<file path="config.mk">
export PLATFORM = sky130hd
export DESIGN_NAME = serial_tx_framer
export DESIGN_NICKNAME = d
export VERILOG_FILES = /design/src/rtl/serial_tx_framer.sv
export SDC_FILE = /design/constraint.sdc
export NUM_CORES = 1
export LEC_CHECK = 0
export ABC_AREA = 1
export CAP_MARGIN = 0
export CORE_ASPECT_RATIO = 0.6
export CORE_UTILIZATION = 50
export DETAILED_ROUTE_END_ITERATION = 12
export GPL_TIMING_DRIVEN = 0
export PLACE_DENSITY = 0.78
export SYNTH_ARGS = -nofsm -noshare
export SYNTH_HDL_FRONTEND = slang
export SYNTH_SLANG_ARGS = --single-unit
</file>
<file path="constraint.sdc">
create_clock -name clk_i -period 2.1 [get_ports clk_i]
set_clock_uncertainty 0.2 [all_clocks]
set_input_delay 0.42 -clock clk_i [delete_from_list [all_inputs] [get_ports clk_i]]
set_output_delay 0.42 -clock clk_i [all_outputs]
set_load 0.005 [all_outputs]
</file>
<file path="src/rtl/serial_tx_framer.sv">
// Transmit framing stage: serialises one character as a start bit, DATA_BITS
// data bits LSB first, then a stop bit. Each bit lasts SAMPLES_PER_BIT sample
// ticks, and a sample tick occurs once every CLK_DIV clocks.
//
// Ports:
//   clk_i             system clock, all state on the rising edge
//   rst_ni            asynchronous active-low reset, forces idle
//   transmit_enable_i load request, honoured only while ready_o=1
//   data_in_i         character latched on an accepted request
//   serial_out_o      registered serial line, idles high
//   ready_o / busy_o  idle indicator and its complement
//   bsc_o             sample index within the current bit
//   bit_idx_o         0=start, 1..DATA_BITS=data, DATA_BITS+1=stop
//   char_sent_o       one-cycle pulse after the stop bit completes
module serial_tx_framer #(
  parameter int unsigned DATA_BITS       = 8,
  parameter int unsigned SAMPLES_PER_BIT = 16,
  parameter int unsigned CLK_DIV         = 1
) (
  input  logic                 clk_i,
  input  logic                 rst_ni,
  input  logic                 transmit_enable_i,
  input  logic [DATA_BITS-1:0] data_in_i,
  output logic                 serial_out_o,
  output logic                 ready_o,
  output logic                 busy_o,
  output logic [3:0]           bsc_o,
  output logic [3:0]           bit_idx_o,
  output logic                 char_sent_o
);

  localparam int unsigned     DivW     = $clog2(CLK_DIV) + 1;
  localparam logic [DivW-1:0] DivLast  = DivW'(CLK_DIV - 1);
  localparam logic [3:0]      BscLast  = 4'(SAMPLES_PER_BIT - 1);
  localparam logic [3:0]      LastData = 4'(DATA_BITS);
  localparam logic [3:0]      StopIdx  = 4'(DATA_BITS + 1);

  typedef enum logic [1:0] {StIdle, StStart, StData, StStop} state_e;

  state_e               state_q, state_d;
  logic [DivW-1:0]      div_q, div_d;
  logic [3:0]           bsc_q, bsc_d;
  logic [3:0]           bit_idx_q, bit_idx_d;
  logic [DATA_BITS-1:0] shift_q, shift_d;
  logic                 serial_q, serial_d;
  logic                 char_sent_q, char_sent_d;
  logic                 tick;
  logic                 bit_end;

  assign tick    = (div_q == DivLast);
  assign bit_end = tick && (bsc_q == BscLast);

  always_comb begin
    state_d     = state_q;
    div_d       = div_q;
    bsc_d       = bsc_q;
    bit_idx_d   = bit_idx_q;
    shift_d     = shift_q;
    serial_d    = serial_q;
    char_sent_d = 1'b0;

    // Divider and sample counter only run while a frame is in flight.
    if (state_q != StIdle) begin
      div_d = tick ? '0 : div_q + 1'b1;
      if (tick) begin
        bsc_d = bit_end ? 4'd0 : bsc_q + 4'd1;
      end
    end

    unique case (state_q)
      StIdle: begin
        div_d     = '0;
        bsc_d     = 4'd0;
        bit_idx_d = 4'd0;
        serial_d  = 1'b1;
        if (transmit_enable_i) begin
          state_d  = StStart;
          shift_d  = data_in_i;
          serial_d = 1'b0;
        end
      end
      StStart: begin
        if (bit_end) begin
          state_d   = StData;
          bit_idx_d = 4'd1;
          serial_d  = shift_q[0];
        end
      end
      StData: begin
        if (bit_end) begin
          if (bit_idx_q == LastData) begin
            state_d   = StStop;
            bit_idx_d = StopIdx;
            serial_d  = 1'b1;
          end else begin
            shift_d   = shift_q >> 1;
            bit_idx_d = bit_idx_q + 4'd1;
            // Present the next data bit in the same edge as the shift.
            serial_d  = shift_d[0];
          end
        end
      end
      StStop: begin
        if (bit_end) begin
          state_d     = StIdle;
          bit_idx_d   = 4'd0;
          serial_d    = 1'b1;
          char_sent_d = 1'b1;
        end
      end
      default: state_d = StIdle;
    endcase
  end

  always_ff @(posedge clk_i or negedge rst_ni) begin
    if (!rst_ni) begin
      state_q     <= StIdle;
      div_q       <= '0;
      bsc_q       <= 4'd0;
      bit_idx_q   <= 4'd0;
      shift_q     <= '0;
      serial_q    <= 1'b1;
      char_sent_q <= 1'b0;
    end else begin
      state_q     <= state_d;
      div_q       <= div_d;
      bsc_q       <= bsc_d;
      bit_idx_q   <= bit_idx_d;
      shift_q     <= shift_d;
      serial_q    <= serial_d;
      char_sent_q <= char_sent_d;
    end
  end

  assign serial_out_o = serial_q;
  assign ready_o      = (state_q == StIdle);
  assign busy_o       = ~ready_o;
  assign bsc_o        = bsc_q;
  assign bit_idx_o    = bit_idx_q;
  assign char_sent_o  = char_sent_q;

endmodule
</file>
==> flow_metrics.py, run 1 <==
metrics = {
    "timing": {
        "worst_pin_slew_ns": 0.888,
        "setup_viol": 0,
        "timing.final.hold_violations": 0,
        "fin_crit_sh_pct": 97.3,
        "fin_hold_ws_ns": 0.283,
        "slew_headroom_pct": 40.6,
        "tns_ns": 0,
        "fmax_mhz": 489,
        "rsz0062_at_grt": "false",
        "slew_violations": 0,
        "post-route-min-period_ns": 2.04,
    },
    "route": {
        "wl_per_cell_um": 12.1,
        "via_per_inst": 4.97,
        "first_pass_iters": 4,
        "drtIter0Drc": 73,
        "ant_nets": 0,
        "drc": 0,
        "num_vias": 875,
        "wl_mm": 2.13,
    },
    "logic_synthesis": {
        "synthFlopType": "dfrtp_1",
        "synth-edff-count": 0,
        "synth_cells": 120,
        "yosys.area_share.simple_pct": 23.0,
        "synth_area_mm2": 0.00111,
        "synth.most_common_cell": "nand2_1",
        "synth-compound-area-share_pct": 10.6,
        "synth_largest_area_cell": "dfrtp_1",
        "yosysWarnings": 0,
        "synth_top_cell_area_share_pct": 42.8,
        "synthAdderAreaFrac_pct": 7.88,
        "ys_top_cells_by_area": "dfrtp_1 43%, nand2_1 9.8%, ha_1 7.9%",
        "syn_nets": 138,
        "ys_async_sr_fraction_pct": 100,
        "synthXorXnorAreaFrac_pct": 1.58,
        "synth_common_cells": "29 x nand2_1, 19 x dfrtp_1, 10 x inv_1, 10 x nand3_1, 8 x o21ai_2",
        "synth_top_family_by_area": "simple AND/OR/NAND/NOR gates",
        "avgSynthCellArea_um2": 9.26,
        "yosysSeqAreaShare_pct": 45.2,
        "synthMuxAreaShare_pct": 5.41,
        "synth_seq_cells": 20,
        "ys_types": 24,
    },
    "finish": {
        "areaGrowthSynthToFinish_pct": 29.4,
        "diodes": 0,
        "post-route-util_pct": 73.1,
        "fin_cells": 176,
        "drive_gt1_share_pct": 19.6,
        "layout.nets": 167,
    },
    "floorplanning": {
        "num_rows": 12,
        "coreArea_mm2": 0.00197,
        "die-area_mm2": 0.00242,
        "pin_count": 23,
        "chipWidth_um": 62.9,
        "die_height_um": 38.5,
        "start_util_pct": 56.5,
    },
    "global_route": {
        "grtUsageTotal_pct": 20.1,
        "grt_pass1_wl_mm": 3.47,
        "grt_max_degree": 21,
        "grt_pass1_vias": 763,
        "antenna_found_initial": 0,
        "overflow": 0,
    },
    "power_and_ir_drop": {
        "p_comb_share_pct": 57.1,
        "p_total_uw": 2100,
        "seqPwrFrac_pct": 30.5,
        "p_switching_uw": 874,
        "pwr_density_cell_mw_per_mm2": 1460,
        "ir_drop_v": 0.000833,
        "pwr-share-clk_pct": 12.4,
        "power.share.switching_pct": 41.7,
        "power_leakage_uw": 0.000682,
        "p_int_uw": 1220,
    },
    "worst_setup_path": {
        "r2r_slack_ns": 0.26,
        "path_class": "register to primary output",
        "reg2reg_depth": 8,
        "worstPathRequired_ns": 1.48,
        "path_cells": "inv_2 > ha_4 > clkdlybuf4s50_1",
        "r2r_end": "state_q[0]",
        "startpoint": "state_q[0]",
        "path_buf_inv": 2,
        "cpMaxStageDelayCell": "clkdlybuf4s50_1",
        "r2r-start": "state_q[1]",
        "arrival_ns": 1.42,
        "timing.critical_path.depth": 3,
        "end_kind": "primary output",
        "worstSetupStartpointType": "register",
        "crit_fanout": 4,
        "cp_top_family": "buffers and inverters",
        "cp-endpoint": "ready_o",
        "max_stage_delay_ns": 0.51,
    },
    "run_status": {
        "outcome": "completed",
    },
    "job": {
        "cap_violations": 0,
    },
    "cts": {
        "root_buffer": "clkbuf_8",
        "path_clk_slew_ns": 0.07,
        "clock-sinks": 20,
        "cts_tree": "yes",
        "clock_latency_ns": 0.26,
        "cts_inserted_buffers": 3,
        "htreeDepth": 1,
        "clockBufferDepth": 2,
    },
    "placed_design": {
        "port_buffers": 22,
        "dp_hpwl_mm": 1.68,
        "dp_cells": 170,
        "place_congestion": 0.869,
    },
    "min_path": {
        "hold_path.class": "register to register",
    },
}
registers in the layout (all words and copies together) (netlist names):
| register | count |
|---|---|
| shift_q | 8 |
| bit_idx_o | 4 |
| bsc_o | 4 |
| state_q | 2 |
| char_sent_o | 1 |
| serial_out_o | 1 |
worst reg2reg max path: stages, from the launching register on:
cell	delay, ns
dfrtp_1	0.39
buf_4	0.15
ha_1	0.27
nor2_1	0.13
nand2_1	0.10
nand2_2	0.16
nand3_1	0.16
nand2_1	0.10
o21ai_1	0.07
layer usage:
layer | track usage [%] | wire length, um
met5 | 0 | 0
met4 | 9.30 | 25
met3 | 5.36 | 82
met2 | 31.3 | 942
met1 | 26.7 | 1080
placed cells by master (no fill, tap or decap), types with 2 or more instances in the layout:
master           instances
dfrtp_1                 19
nor2_2                   2
clkbuf_8                 3
o21ai_2                  8
clkdlybuf4s50_1         21
inv_1                    8
o21ai_1                  3
inv_2                    5
mux2i_1                  6
buf_4                    3
a21oi_1                  4
nand3_1                 10
nand2_1                 29
nor2_1                   7
ha_1                     6
kinds of logic (layout without fill, tap and decap cells):
| family | after synthesis | in the layout |
|---|---|---|
| mux | 6 | 6 |
| buf+inv | 15 | 43 |
| fa+ha+maj | 7 | 7 |
| simple gates | 53 | 53 |
| compound gates | 17 | 17 |
| flops | 20 | 20 |
| xor+xnor | 2 | 2 |
how the worst min path moves through the flow:
| stage | startpoint | end | slack [ns] | depth (start not counted) |
|---|---|---|---|---|
| detailed placement | shift_q[0] | shift_q[0] | 0.27 | 2 |
| finish | shift_q[6] | shift_q[6] | 0.28 | 2 |
| global route | shift_q[6] | shift_q[6] | 0.31 | 2 |
| CTS | shift_q[0] | shift_q[0] | 0.29 | 2 |
| global placement | shift_q[7] | shift_q[7] | 0.27 | 2 |
| floorplan | rst_ni | bit_idx_o[0] | -0.08 | 0 |
per-stage QoR:
stage / setup slack [ns] / instance area (um2)
6_report: 0.0563 / 1440
5_1_grt: 0.00410 / 1440
4_1_cts: 0.00843 / 1440
3_5_place_dp: 0.121 / 1370
3_3_place_gp: 0.169 / 1370
2_1_floorplan: 0.486 / 1110
area by class of cell:
type / instances / area [um2]
plain buffers: 2 / 22.5
fillers: 141 / 529
inverters: 13 / 48.8
flip-flops and latches: 20 / 502
repair buffers: 24 / 234
multi-input cells: 85 / 551
clock buffers: 4 / 45.0
well taps: 28 / 35.0
what timing repair did:
item                                    CTS  global route
gates resized for setup                   3             2
hold buffers                              0             0
buffers inserted                          2             0
endpoints found under the setup margin    2             1
power groups by stage:
stage	clock network, uW	registers (uW)	logic [uW]
6_report	259	640	1200
5_1_grt	282	660	1320
4_1_cts	265	636	1200
3_5_place_dp	0	655	1130
3_3_place_gp	0	644	1100
2_1_floorplan	0	637	805
No activity file was read; power rests on OpenSTA's default activity.
==> run 2, diff against run 1 <==
--- a/config.mk
+++ b/config.mk
@@ -11,6 +11,7 @@
 export CORE_UTILIZATION = 50
 export DETAILED_ROUTE_END_ITERATION = 12
 export GPL_TIMING_DRIVEN = 0
+export MAX_ROUTING_LAYER = met4
 export PLACE_DENSITY = 0.78
 export SYNTH_ARGS = -nofsm -noshare
 export SYNTH_HDL_FRONTEND = slang
==> flow_metrics.py, run 2 (synthesized netlist as in run 1, its figures left out) <==
metrics = {
    "run_status": {
        "outcome": "completed",
    },
    "timing": {
        "slew_headroom_pct": 40.6,
        "fmax_mhz": 489,
        "fin_ws_ns": 0.0563,
        "worst_pin_slew_ns": 0.888,
        "setup_viol": 0,
        "tns_ns": 0,
        "fin_crit_sh_pct": 97.3,
        "rsz0062_at_grt": "false",
        "post-route-min-period_ns": 2.04,
        "slew_violations": 0,
        "timing.final.hold_violations": 0,
    },
    "worst_setup_path": {
        "path_class": "register to primary output",
        "r2r_slack_ns": 0.26,
        "worstPathRequired_ns": 1.48,
        "cpMaxStageDelayCell": "clkdlybuf4s50_1",
        "end_kind": "primary output",
        "arrival_ns": 1.42,
        "path_cells": "inv_2 > ha_4 > clkdlybuf4s50_1",
        "r2r_end": "state_q[0]",
        "crit_fanout": 4,
        "reg2reg_depth": 8,
        "r2r-start": "state_q[1]",
        "max_stage_delay_ns": 0.51,
        "worstSetupStartpointType": "register",
    },
    "placed_design": {
        "port_buffers": 22,
        "dp_hpwl_mm": 1.68,
        "place_congestion": 0.883,
        "preCtsSetupSlack_ns": 0.121,
    },
    "global_route": {
        "grtUsageTotal_pct": 20.7,
        "antenna_found_initial": 0,
        "grt_pass1_vias": 762,
        "grt_pass1_wl_mm": 3.48,
        "overflow": 0,
        "grt_max_degree": 21,
        "top_usage_layer": "met2",
        "met2_usage_pct": 31.3,
        "grt.met1_usage_pct": 26.7,
        "grt_use_met3_pct": 5.36,
    },
    "cts": {
        "clock_latency_ns": 0.26,
        "htreeDepth": 1,
        "root_buffer": "clkbuf_8",
        "cts_tree": "yes",
        "cts_inserted_buffers": 3,
        "clock-sinks": 20,
        "ctsHoldBuffers": 0,
        "path_clk_slew_ns": 0.07,
        "clockBufferDepth": 2,
    },
    "route": {
        "drc": 0,
        "via_per_inst": 4.97,
        "wl_per_cell_um": 12.1,
        "ant_nets": 0,
        "wl_mm": 2.13,
        "drtIter0Drc": 73,
        "first_pass_iters": 4,
        "num_vias": 875,
    },
    "finish": {
        "ff_latch_area_um2": 502,
        "largest-register": "shift_q",
        "drive_gt1_share_pct": 19.6,
        "areaGrowthSynthToFinish_pct": 29.4,
        "largest_reg_flops": 8,
        "layout_common_cells": "29 x nand2_1, 21 x clkdlybuf4s50_1, 19 x dfrtp_1, 10 x nand3_1",
        "layout.nets": 167,
        "fillers": 141,
        "diodes": 0,
        "multiInputGateArea_um2": 551,
        "final_common_cell": "nand2_1",
    },
    "floorplanning": {
        "coreArea_mm2": 0.00197,
        "num_rows": 12,
        "start_util_pct": 56.5,
        "die-area_mm2": 0.00242,
        "pin_count": 23,
        "die_height_um": 38.5,
        "chipWidth_um": 62.9,
    },
    "job": {
        "cap_violations": 0,
    },
    "power_and_ir_drop": {
        "pwr_density_cell_mw_per_mm2": 1460,
        "power_leakage_uw": 0.000682,
        "ir_drop_v": 0.000833,
    },
    "min_path": {
        "holdPathEnd": "shift_q[6]",
        "hold_depth": 2,
        "hold_path.class": "register to register",
        "hold_path_startpoint": "shift_q[6]",
    },
}
==> run 2: cell counts in the layout (fill, tap and decap cells not counted) <==
No cell type changed its count.
==> run 2: worst max path at each step <==
stage                       to        from  slack (ns)  depth (start not counted)
floorplan           shift_q[6]  state_q[0]        0.49                          9
global placement        busy_o  state_q[0]        0.17                          4
detailed placement      busy_o  state_q[0]        0.12                          4
CTS                    ready_o  state_q[0]       0.008                          3
global route           ready_o  state_q[0]       0.004                          3
finish                 ready_o  state_q[0]        0.06                          3
==> run 2: final cells by class <==
type | count | area share [%]
plain buffers | 2 | 1.57
clock buffers | 4 | 3.13
inverters | 13 | 3.39
multi-input cells | 85 | 38.3
flip-flops and latches | 20 | 34.9
well taps | 28 | 2.44
repair buffers | 24 | 16.3
==> run 2: metal layers <==
metal  wire length [um]  share of wire, %
met5                  0                 0
met4                 25               1.2
met3                 82               3.9
met2                942                44
met1               1080                51
==> run 2: critical path, delay by kind of cell, from the launching register on <==
kind       cells  cell delay [ns]
buf+inv        2             0.60
flops          1             0.40
fa+ha+maj      1             0.16
==> run 2: report_power, final <==
part           internal, uW  leakage (uW)  total [uW]  switching, uW
Clock                   135     0.0000228         259            124
Combinational           545      0.000404        1200            654
Sequential              543      0.000256         640           96.5
==> run 2: timing repair <==
item	CTS	global route
gates resized for setup	3	2
pin swaps	0	0
setup endpoints to repair	2	1
setup buffers	2	0
endpoints found under the hold margin	0	0
==> run 2: through the flow <==
step	hold slack, ns	cells	power (uW)	instance area (um2)	util [%]
floorplan	-0.0756	120	1440	1110	-
global placement	0.265	170	1740	1370	69.5
detailed placement	0.270	170	1790	1370	69.5
CTS	0.288	176	2100	1440	73.1
global route	0.310	176	2260	1440	73.1
finish	0.283	176	2100	1440	73.1
==> edit: new RTL, settings of run 2 <==
The 4 states of `state_e` get a one-hot encoding in 4 bits.
--- a/src/rtl/serial_tx_framer.sv
+++ b/src/rtl/serial_tx_framer.sv
@@ -36,5 +36,5 @@
   localparam logic [3:0]      StopIdx  = 4'(DATA_BITS + 1);
 
-  typedef enum logic [1:0] {StIdle, StStart, StData, StStop} state_e;
+  typedef enum logic [3:0] {StIdle = 4'b0001, StStart = 4'b0010, StData = 4'b0100, StStop = 4'b1000} state_e;
 
   state_e               state_q, state_d;
Formal check against the unedited RTL: no difference found for any inputs over 10 cycles, from zero or initial values and one cycle with rst_ni low; not proved beyond that.
==> edit against run 2 <==
- critical path depth up 1
- wire length up 40%
- area after synthesis up 11%
- final area up 14%
- power up 8.4%
- sequential cell count up 2
- final cell count up 30%
- hold slack worse by 0.0049 ns
- non-clock buffer count up 8
- setup slack worse by 0.031 ns
==> edit: results (changes against run 2) <==
The standard cell with the maximum stage delay on the critical path is sky130_fd_sc_hd__dfstp_2 (was sky130_fd_sc_hd__clkdlybuf4s50_1). The leakage power summed over all cells is 0.8523 nW (was 0.6825 nW). The reg-to-reg endpoint is shift_q[7] (was state_q[0]). The placement-stage worst setup slack came to -0.1078 ns (was 0.1210 ns).

The number of instances in the synthesized netlist is 162 (was 120). The proportion of synthesized chip area in sequential cells came to 44.69% (was 45.16%). The number of standard cells in the final layout excluding fillers came out at 228 (was 176). The count of different cell masters after synthesis came out at 25 (was 24).

The total routing resource utilization after global routing is 25.75% (was 20.67%). The estimated wirelength of the detail-placed design is 2.025 mm (was 1.678 mm). The routed wirelength normalized by instance count is 13.10 um (was 12.09 um). The data arrival time of the worst path came to 1.45 ns (was 1.42 ns). The peak supply drop came out at 0.6795 mV (was 0.8328 mV).

The internal reg-to-reg setup slack came to 0.28 ns (was 0.26 ns). The placer congestion estimate came to 0.8274 (was 0.8833). The area of the multi-input gates was 626.9 um2 (was 550.5 um2). The net switching power came to 0.9454 mW (was 0.8740 mW). The cell count of the worst reg-to-reg path came out at 10 (was 8).

The startpoint of the lowest-slack register-to-register path was state_q[3] (was state_q[1]). The via count of the routed design is 1,181 (was 875). Main area contributors after synthesis: sky130_fd_sc_hd__dfrtp_1 (40%), sky130_fd_sc_hd__nand2_1 (19%), sky130_fd_sc_hd__nand3_1 (9.7%) (was sky130_fd_sc_hd__dfrtp_1 (43%), sky130_fd_sc_hd__nand2_1 (9.8%), sky130_fd_sc_hd__ha_1 (7.9%)).

The number of global-route vias before repair came out at 963 (was 762). The total placed cells including tap cells was 214 (was 170). The peak fanout along the critical path was 6 (was 4). The fraction of power consumed by sequential logic is 31.8% (was 30.5%). The wire length of the first global-routing pass is 4.588 mm (was 3.477 mm). The pin count of the biggest net entering global routing came out at 23 (was 21). Top cells by instance count after synthesis: sky130_fd_sc_hd__nand2_1 (61), sky130_fd_sc_hd__nand3_1 (24), sky130_fd_sc_hd__dfrtp_1 (20) (was sky130_fd_sc_hd__nand2_1 (29), sky130_fd_sc_hd__dfrtp_1 (19), sky130_fd_sc_hd__inv_1 (10), sky130_fd_sc_hd__nand3_1 (10), sky130_fd_sc_hd__o21ai_2 (8)). The dominant delay contributor by cell family on the critical path is flip-flops (was buffers and inverters).

The power attributed to the clock group came out at 0.307 mW (was 0.259 mW). The area of placed instances was 1495 um2 (was 1366 um2). Result of the run: completed (unchanged).

The post-synth net total is 176 (was 138).
edit: cell types whose count changed after synthesis, moves of 4 or more:
cell,delta
sky130_fd_sc_hd__nand3_1,+14
sky130_fd_sc_hd__o21ai_2,-8
sky130_fd_sc_hd__nor2_1,+4
sky130_fd_sc_hd__ha_1,-4
sky130_fd_sc_hd__mux2i_1,-6
sky130_fd_sc_hd__nand2_1,+32
edit: what timing repair did:
| item | CTS | global route |
|---|---|---|
| resized for setup | 5 | 3 |
| pin swaps | 2 | 1 |
| hold buffers | 0 | 0 |
| hold endpoints to repair | 0 | 0 |
| buffers inserted | 4 | 7 |
| setup endpoints to repair | 2 | 2 |
| gates cloned | 0 | 0 |
edit: cell type report:
class                   instances  area share [%]
flip-flops and latches         22           33.71
inverters                      14           3.509
multi-input cells             124           38.22
clock buffers                   4           3.356
repair buffers                 33           18.61
plain buffers                   1          0.3051
well taps                      30           2.288
edit: worst max path at each step:
stage | cells after the start | start | end | slack (ns)
after floorplan | 4 | state_q[0] | busy_o | 0.46
after global placement | 5 | state_q[0] | busy_o | -0.06
after detailed placement | 6 | state_q[3] | busy_o | -0.11
after CTS | 5 | state_q[2] | ready_o | 0.04
after global routing | 4 | state_q[0] | busy_o | 0.003
final | 4 | state_q[0] | busy_o | 0.03
edit: logic make-up (layout without fill, tap and decap cells):
logic type,count (synthesis),in the layout,synth area share [%]
AO/OA/AOI/OAI,9,9,4.955
XOR/XNOR,2,2,1.416
buffers and inverters,16,52,5.258
flip-flops,22,22,44.69
AND/OR/NAND/NOR,110,110,40.65
adder cells (fa/ha/maj),3,3,3.034
edit: layer usage:
metal / share of wire, % / GRT usage [%]
met3: 4.3 / 6.818
met5: 0 / -
met4: 1.1 / 6.383
met1: 48 / 33.57
met2: 47 / 40.56
